==> src/rtl/wbu_commit.sv <==
// rtl/wbu_commit.sv - write-back/commit stage: GPR/CSR commit strobes and next-PC hand-off to IFU
//
// Optional feature macro: WBU_PERF_EN (64-bit retired-instruction counter on retire_cnt).
//
// Ports:
//   clk, rst                 clock, synchronous active-high reset
//   in_valid / in_ready      packet handshake from LSU
//   in_pc .. in_is_ebreak    completed-instruction packet fields
//   rf_wen/rf_waddr/rf_wdata GPR write port (strobe only in the commit cycle)
//   valid_wbu, csr_*         commit strobe and CSR write port into the CSR file
//   is_ecall_wbu/is_mret_wbu trap / return strobes; commit_pc feeds mepc
//   out_valid/out_ready/out_pc next-PC handshake to IFU (boot PC after reset)
//   halt                     sticky once an ebreak commits; cleared only by rst
//   retire_cnt               retired-instruction count (0 when WBU_PERF_EN is undefined)

module wbu_commit #(
   parameter int                      DATA_WIDTH     = 32,
   parameter int                      CSR_ADDR_WIDTH = 12,
   parameter int                      RF_ADDR_WIDTH  = 5,
   parameter logic [DATA_WIDTH-1:0]   RESET_PC       = 32'h8000_0000
) (
   input  logic                      clk,
   input  logic                      rst,
   input  logic                      in_valid,
   output logic                      in_ready,
   input  logic [DATA_WIDTH-1:0]     in_pc,
   input  logic [DATA_WIDTH-1:0]     in_dnpc,
   input  logic                      in_rf_wen,
   input  logic [RF_ADDR_WIDTH-1:0]  in_rd,
   input  logic [DATA_WIDTH-1:0]     in_rd_wdata,
   input  logic                      in_csr_wen,
   input  logic [CSR_ADDR_WIDTH-1:0] in_csr_waddr,
   input  logic [DATA_WIDTH-1:0]     in_csr_wdata,
   input  logic                      in_is_ecall,
   input  logic                      in_is_mret,
   input  logic                      in_is_ebreak,
   output logic                      rf_wen,
   output logic [RF_ADDR_WIDTH-1:0]  rf_waddr,
   output logic [DATA_WIDTH-1:0]     rf_wdata,
   output logic                      valid_wbu,
   output logic                      csr_wen,
   output logic [CSR_ADDR_WIDTH-1:0] csr_waddr,
   output logic [DATA_WIDTH-1:0]     csr_wdata,
   output logic                      is_ecall_wbu,
   output logic                      is_mret_wbu,
   output logic [DATA_WIDTH-1:0]     commit_pc,
   output logic                      out_valid,
   input  logic                      out_ready,
   output logic [DATA_WIDTH-1:0]     out_pc,
   output logic                      halt,
   output logic [63:0]               retire_cnt
);

   typedef enum logic [2:0] {
      BOOT     = 3'd0,
      IDLE     = 3'd1,
      COMMIT   = 3'd2,
      REDIRECT = 3'd3,
      HALT     = 3'd4
   } state_t;

   state_t state, state_nxt;

   logic [DATA_WIDTH-1:0]     pc_q;
   logic [DATA_WIDTH-1:0]     dnpc_q;
   logic                      rf_wen_q;
   logic [RF_ADDR_WIDTH-1:0]  rd_q;
   logic [DATA_WIDTH-1:0]     rd_wdata_q;
   logic                      csr_wen_q;
   logic [CSR_ADDR_WIDTH-1:0] csr_waddr_q;
   logic [DATA_WIDTH-1:0]     csr_wdata_q;
   logic                      ecall_q;
   logic                      mret_q;
   logic                      ebreak_q;

   always_ff @(posedge clk) begin
      if (rst) begin
         state       <= BOOT;
         pc_q        <= '0;
         dnpc_q      <= '0;
         rf_wen_q    <= 1'b0;
         rd_q        <= '0;
         rd_wdata_q  <= '0;
         csr_wen_q   <= 1'b0;
         csr_waddr_q <= '0;
         csr_wdata_q <= '0;
         ecall_q     <= 1'b0;
         mret_q      <= 1'b0;
         ebreak_q    <= 1'b0;
      end else begin
         state <= state_nxt;
         if (state == IDLE && in_valid) begin
            pc_q        <= in_pc;
            dnpc_q      <= in_dnpc;
            rf_wen_q    <= in_rf_wen;
            rd_q        <= in_rd;
            rd_wdata_q  <= in_rd_wdata;
            csr_wen_q   <= in_csr_wen;
            csr_waddr_q <= in_csr_waddr;
            csr_wdata_q <= in_csr_wdata;
            ecall_q     <= in_is_ecall;
            mret_q      <= in_is_mret;
            ebreak_q    <= in_is_ebreak;
         end
      end
   end

   always_comb begin
      state_nxt    = state;
      in_ready     = 1'b0;
      out_valid    = 1'b0;
      out_pc       = dnpc_q;
      valid_wbu    = 1'b0;
      rf_wen       = 1'b0;
      csr_wen      = 1'b0;
      is_ecall_wbu = 1'b0;
      is_mret_wbu  = 1'b0;
      halt         = 1'b0;
      case (state)
         BOOT: begin
            out_valid = 1'b1;
            out_pc    = RESET_PC;
            if (out_ready) state_nxt = IDLE;
         end
         IDLE: begin
            in_ready = 1'b1;
            if (in_valid) state_nxt = COMMIT;
         end
         COMMIT: begin
            valid_wbu = 1'b1;
            if (ebreak_q) begin
               // ebreak commits (and retires) but writes nothing architectural.
               state_nxt = HALT;
            end else begin
               // x0 is hardwired to zero; ecall wins over a CSR write in the same packet.
               rf_wen       = rf_wen_q && (rd_q != '0);
               csr_wen      = csr_wen_q && !ecall_q;
               is_ecall_wbu = ecall_q;
               is_mret_wbu  = mret_q;
               state_nxt    = REDIRECT;
            end
         end
         REDIRECT: begin
            out_valid = 1'b1;
            if (out_ready) state_nxt = IDLE;
         end
         HALT: begin
            halt = 1'b1;
         end
         default: begin
            state_nxt = BOOT;
         end
      endcase
   end

   assign rf_waddr  = rd_q;
   assign rf_wdata  = rd_wdata_q;
   assign csr_waddr = csr_waddr_q;
   assign csr_wdata = csr_wdata_q;
   assign commit_pc = pc_q;

`ifdef WBU_PERF_EN
   logic [63:0] retire_cnt_q;

   always_ff @(posedge clk) begin
      if (rst) begin
         retire_cnt_q <= '0;
      end else if (state == COMMIT) begin
         retire_cnt_q <= retire_cnt_q + 64'd1;
      end
   end

   assign retire_cnt = retire_cnt_q;
`else
   assign retire_cnt = '0;
`endif

endmodule
==> config.mk <==
export PLATFORM = sky130hd
export DESIGN_NAME = wbu_commit
export DESIGN_NICKNAME = d
export VERILOG_FILES = /design/src/rtl/wbu_commit.sv
export SDC_FILE = /design/constraint.sdc
export NUM_CORES = 1
export LEC_CHECK = 0
export BUFFER_PORTS_ARGS = -buffer_cell sky130_fd_sc_hd__buf_2
export CAP_MARGIN = 20
export CORE_AREA = 2 2 146 148
export CTS_CLUSTER_DIAMETER = 150
export CTS_CLUSTER_SIZE = 20
export DETAILED_ROUTE_END_ITERATION = 8
export DIE_AREA = 0 0 148 150
export MAX_ROUTING_LAYER = met4
export PLACE_DENSITY = 0.66
export SLEW_MARGIN = 20
export SYNTH_ARGS = -nofsm -noshare
export SYNTH_HDL_FRONTEND = slang
export SYNTH_SLANG_ARGS = --single-unit
==> constraint.sdc <==
create_clock -name clk -period 2.3 [get_ports clk]
set_input_delay 0.46 -clock clk [delete_from_list [all_inputs] [get_ports clk]]
set_output_delay 0.46 -clock clk [all_outputs]
set_load 0.1 [all_outputs]
# Word-level counts from Yosys, hierarchy flattened
# Cells that the tools add are included.
[word_totals]
word_cells = 44
out_inout_bits = 217
ff_bits = 153
inputBits = 154
[op_classes]
reduce_logical = 8
n_bitwise = 1
eq_ne = 6
muxes = 17
[ops]
columns = ["op", "n"]
rows = [
  ["$mux W32", 1],
  ["$mux W1", 12],
  ["$pmux W3 S4", 1],
  ["$mux W3", 3],
  ["$eq A3 B2 Y1 const B", 2],
  ["$reduce_bool A5 Y1", 1],
  ["$eq A3 B1 Y1 const B", 1],
  ["$eq A3 B3 Y1 const B", 1],
  ["$logic_and A1 B1 Y1", 3],
  ["$logic_not A3 Y1", 1],
  ["$reduce_and A3 Y1", 1],
  ["$ne A2 B1 Y1 const B", 1],
  ["$ne A2 B2 Y1 const B", 1],
  ["$reduce_or A2 Y1", 1],
  ["$logic_not A1 Y1", 1],
  ["$not A1 Y1", 1],
]

# Depth between registers and ports, before layout
[logic_depth]
depth_word = 4
mapped_depth = 7
depth_no_buf = 3

# Least setup slack after synthesis
# No wires, ideal clock.
[synth_timing]
kind = "flip-flop to output port"
from = "register state[1]"
to = "output valid_wbu"
stages_incl_launch_ff = 3
path_buffers = 1
arrival_ns = 2.738
path_slack_ns = -0.898
required_ns = 1.840
path_cell_list = "dfxtp_1 buf_2 nor3b_1"
[synth_via]
elab_chain_len = 2
[synth_rtl]
columns = ["item", "line_no", "source"]
rows = [
  ["start: declaration", "62", "state_t state, state_nxt;"],
  ["start signal: assignment", "91", "state <= state_nxt;"],
  ["$eq A3 B2 Y1", "119", "case (state)"],
  ["$mux W1", "119", ""],
  ["end: declaration", "40", "output logic valid_wbu,"],
]
# No other way between the ends.

# Worst setup path in the final report
[layout_timing]
from = "register state[2]"
to = "output is_mret_wbu"
[layout_via]
elab_chain_len = 2
[layout_rtl]
columns = ["item", "line_no", "source"]
rows = [
  ["$eq A3 B2 Y1", "119", ""],
  ["$mux W1", "119", ""],
  ["end: declaration", "45", "output logic is_mret_wbu,"],
]
# No other way between the ends.

==> impl_metrics.py <==
metrics = {
    "final_layout": {
        "mostFrequentLayoutCells": "nand2_1, buf_2, a21oi_1, dfxtp_1, conb_1",
        "syn_to_final_growth_pct": 41.95,
        "nets": 1219,
        "drive_above_1_share_pct": 33.67,
        "final_common_cell": "nand2_1",
        "final_cell_area_mm2": 0.008646,
        "num-fill-cells": 2141,
    },
    "die": {
        "io_pins": 371,
        "initial_core_util_pct": 29.44,
        "coreArea_mm2": 0.02069,
        "dieArea_mm2": 0.02220,
        "die_x_um": 148,
        "rows": 53,
        "fp.dieH_um": 150,
    },
    "global_route": {
        "antenna_found_initial": 2,
        "grt_pass1_vias": 5072,
        "grt_overflow": 0,
        "grt_pass1_wl_um": 25590,
        "gr-usage-all-layers_pct": 14.88,
        "grt_start_max_net_pins": 57,
    },
    "sta": {
        "layout_min_cycle_time_ns": 2.194,
        "slew_violations": 0,
        "maxSlewHeadroom_pct": 65.73,
        "worst_slew_pin_slew_ns": 0.5177,
        "final-hold-violation-count": 0,
        "setup-violations-final": 0,
        "worst_hold_slack_ns": 0.2746,
        "fmax_mhz": 455.8,
        "rsz0062_at_grt": "false",
        "clock_skew_ns": 0.01081,
        "timing.final.crit_share_pct": 95.38,
    },
    "place": {
        "io_buffers": 306,
        "hpwl_um": 12300,
        "gp_congestion": 0.7436,
        "place_area_mm2": 0.008026,
    },
    "route": {
        "drt-initial-drc-count": 247,
        "vias": 5823,
        "via_per_inst": 4.294,
        "drt-total-wl_um": 17230,
        "ant_nets": 0,
        "detail_route.first_pass.iterations": 5,
        "drc": 0,
        "routedWlPerCell_um": 12.70,
    },
    "clock_network": {
        "cts_max_path_buffers": 2,
        "cts_sinks": 153,
        "cts-htree-levels": 4,
        "cts_hold_buffers": 0,
        "root_buffer": "clkbuf_16",
        "clk_latency_ns": 0.41,
        "cts-buffers-inserted": 17,
        "clk_pin_slew_ns": 0.07,
        "cts_tree": "done",
    },
    "worst_hold_path": {
        "hold_class": "in2reg",
        "holdPathEnd": "commit_pc[17]$_SDFFE_PP0P_",
        "holdCritStartpoint": "in_pc[17]",
        "hold-path-cell-count": 3,
    },
    "logic_synthesis": {
        "synth_area_leader_cell": "dfxtp_1",
        "yosysTopAreaCellShare_pct": 50.29,
        "synthTopCellsByArea": "dfxtp_1, nand2_1, a21oi_1, buf_4, nor2b_1",
        "syn_inst": 784,
        "seq_area_frac_synth_pct": 50.29,
        "synth_warnings": 0,
        "ys_ff_latch": 153,
        "netlist_area_mm2": 0.006091,
        "ys_types": 28,
        "avgSynthCellArea_um2": 7.769,
    },
    "critical_path": {
        "cp_slowest_cell": "dfxtp_2",
        "crit_required_ns": 1.84,
        "cp-start-kind": "flop",
        "worst-path-stages": 5,
        "rr_startpoint": "state[0]$_SDFFE_PP0P_",
        "endpoint_kind": "output port",
        "reg2reg_slack_ns": 0.56,
        "crit_path_max_incr_delay_ns": 0.34,
        "r2r_cells": 5,
        "cp_max_fo": 9,
        "path_buf_inv": 3,
        "path_cells": "buf_6 > nor4b_4 > buf_4 > and2_1 > buf_12",
        "crit_arrival_ns": 1.73,
        "reg2reg_to": "rf_wdata[8]$_SDFFE_PP0P_",
        "crit_start": "state[2]$_SDFFE_PP0P_",
        "path_class": "reg2out",
        "cp_top_family": "buffers and inverters",
    },
    "power_and_ir_drop": {
        "ir_drop_mv": 0.4316,
        "seqPwrFrac_pct": 37.1,
        "pwr-share-comb_pct": 26.7,
        "power.switching_mw": 2.984,
        "powerDensity_mw_per_mm2": 885.8,
        "pwr-share-clk_pct": 36.2,
        "p_sw_share_pct": 38.96,
        "p_int_mw": 4.674,
        "leakage_nw": 3.920,
    },
    "run_status": {
        "status": "finished clean",
    },
    "run": {
        "drv_cap": 0,
    },
}
## cell usage after synthesis
master and number:
and2_1 2, nor3_1 3, nor3b_1 1, o21a_1 1, mux2_2 1, clkbuf_1 35
nand2_1 301, nand3b_1 1, a311oi_1 1, nor4b_1 1, a21oi_1 153, dfxtp_1 153
xor2_1 1, buf_4 77, buf_6 1, a2111oi_0 1, nand4bb_1 1, and3b_1 1
nor2_1 4, buf_2 8, nor2b_1 26, or2_2 1, and4bb_1 1, conb_1 1
inv_1 1, a211oi_1 1, nand2b_1 1, and2b_1 5
## flip-flops by register name, summed over array words and instances, names as in the netlist
| name | flops |
|---|---|
| commit_pc | 32 |
| csr_wdata | 32 |
| dnpc_q | 32 |
| rf_wdata | 32 |
| csr_waddr | 12 |
| rf_waddr | 5 |
| state | 3 |
| csr_wen_q | 1 |
| ebreak_q | 1 |
| ecall_q | 1 |
| mret_q | 1 |
| rf_wen_q | 1 |
## worst max-delay path by stage
stage | end | slack (ns)
after global routing | rf_wen | 0.003
after detailed placement | rf_wen | 0.39
after floorplan | out_pc[10] | -0.29
after CTS | rf_wen | 0.03
final | is_mret_wbu | 0.11
after global placement | rf_wen | 0.39
## cell families after synthesis
logic type | Yosys count | share of synthesized area, %
DFF | 153 | 50.29
AOI/OAI and AO/OA | 157 | 13.11
xor gates and xnor gates | 1 | 0.1438
buffers and inverters | 122 | 12.55
muxes | 1 | 0.1849
other | 1 | 0.06157
and+or+nand+nor | 349 | 23.66
## per-layer routing
layer / part of all wire, % / track usage (%)
met5: 0 / -
met1: 42 / 17.26
met4: 1.5 / 4.905
met3: 6.8 / 4.177
met2: 50 / 24.93
## worst reg2reg max path, cell delays in order, from the launching register on
cell and delay (ns):
dfxtp_1 0.41, buf_4 0.23, and4bb_4 0.51, buf_12 0.28
nand2_1 0.13, a21oi_1 0.12
## layout make-up
| type | instances | area [µm²] | share of cell area [%] |
|---|---|---|---|
| antenna | 3 | 7.507 | 0.08683 |
| clock buffer | 17 | 425.4 | 4.920 |
| clock inverter | 15 | 155.1 | 1.795 |
| inverter | 1 | 3.754 | 0.04342 |
| multi-input combinational | 572 | 2569 | 29.71 |
| sequential | 153 | 3064 | 35.44 |
| tap | 275 | 344.1 | 3.980 |
| timing repair buffer | 320 | 2077 | 24.02 |
## what timing repair did
action / 4_1_cts / 5_1_grt
resized for setup: 2 / 5
endpoints found under the setup margin: 1 / 4
buffers inserted: 0 / 0
## stage by stage
step / TNS (ns) / total power, mW / worst slack, ns / std cells / util [%]
2_1_floorplan: -7.261 / 4.626 / -0.2917 / 847 / -
3_3_place_gp: 0 / 4.935 / 0.3869 / 1321 / 38.79
3_5_place_dp: 0 / 4.948 / 0.3920 / 1321 / 38.79
4_1_cts: 0 / 7.767 / 0.03285 / 1353 / 41.64
5_1_grt: 0 / 7.982 / 0.002969 / 1355 / 41.78
6_report: 0 / 7.658 / 0.1062 / 1356 / 41.79
## power by group through the flow
stage / Clock, mW / Sequential (mW) / Combinational, mW
after floorplan: 0 / 3.56 / 1.06
after global placement: 0 / 2.89 / 2.04
after detailed placement: 0 / 2.90 / 2.05
after CTS: 2.88 / 2.84 / 2.05
after global routing: 2.99 / 2.85 / 2.14
final: 2.77 / 2.84 / 2.05
No activity file was read; power rests on OpenSTA's default activity.
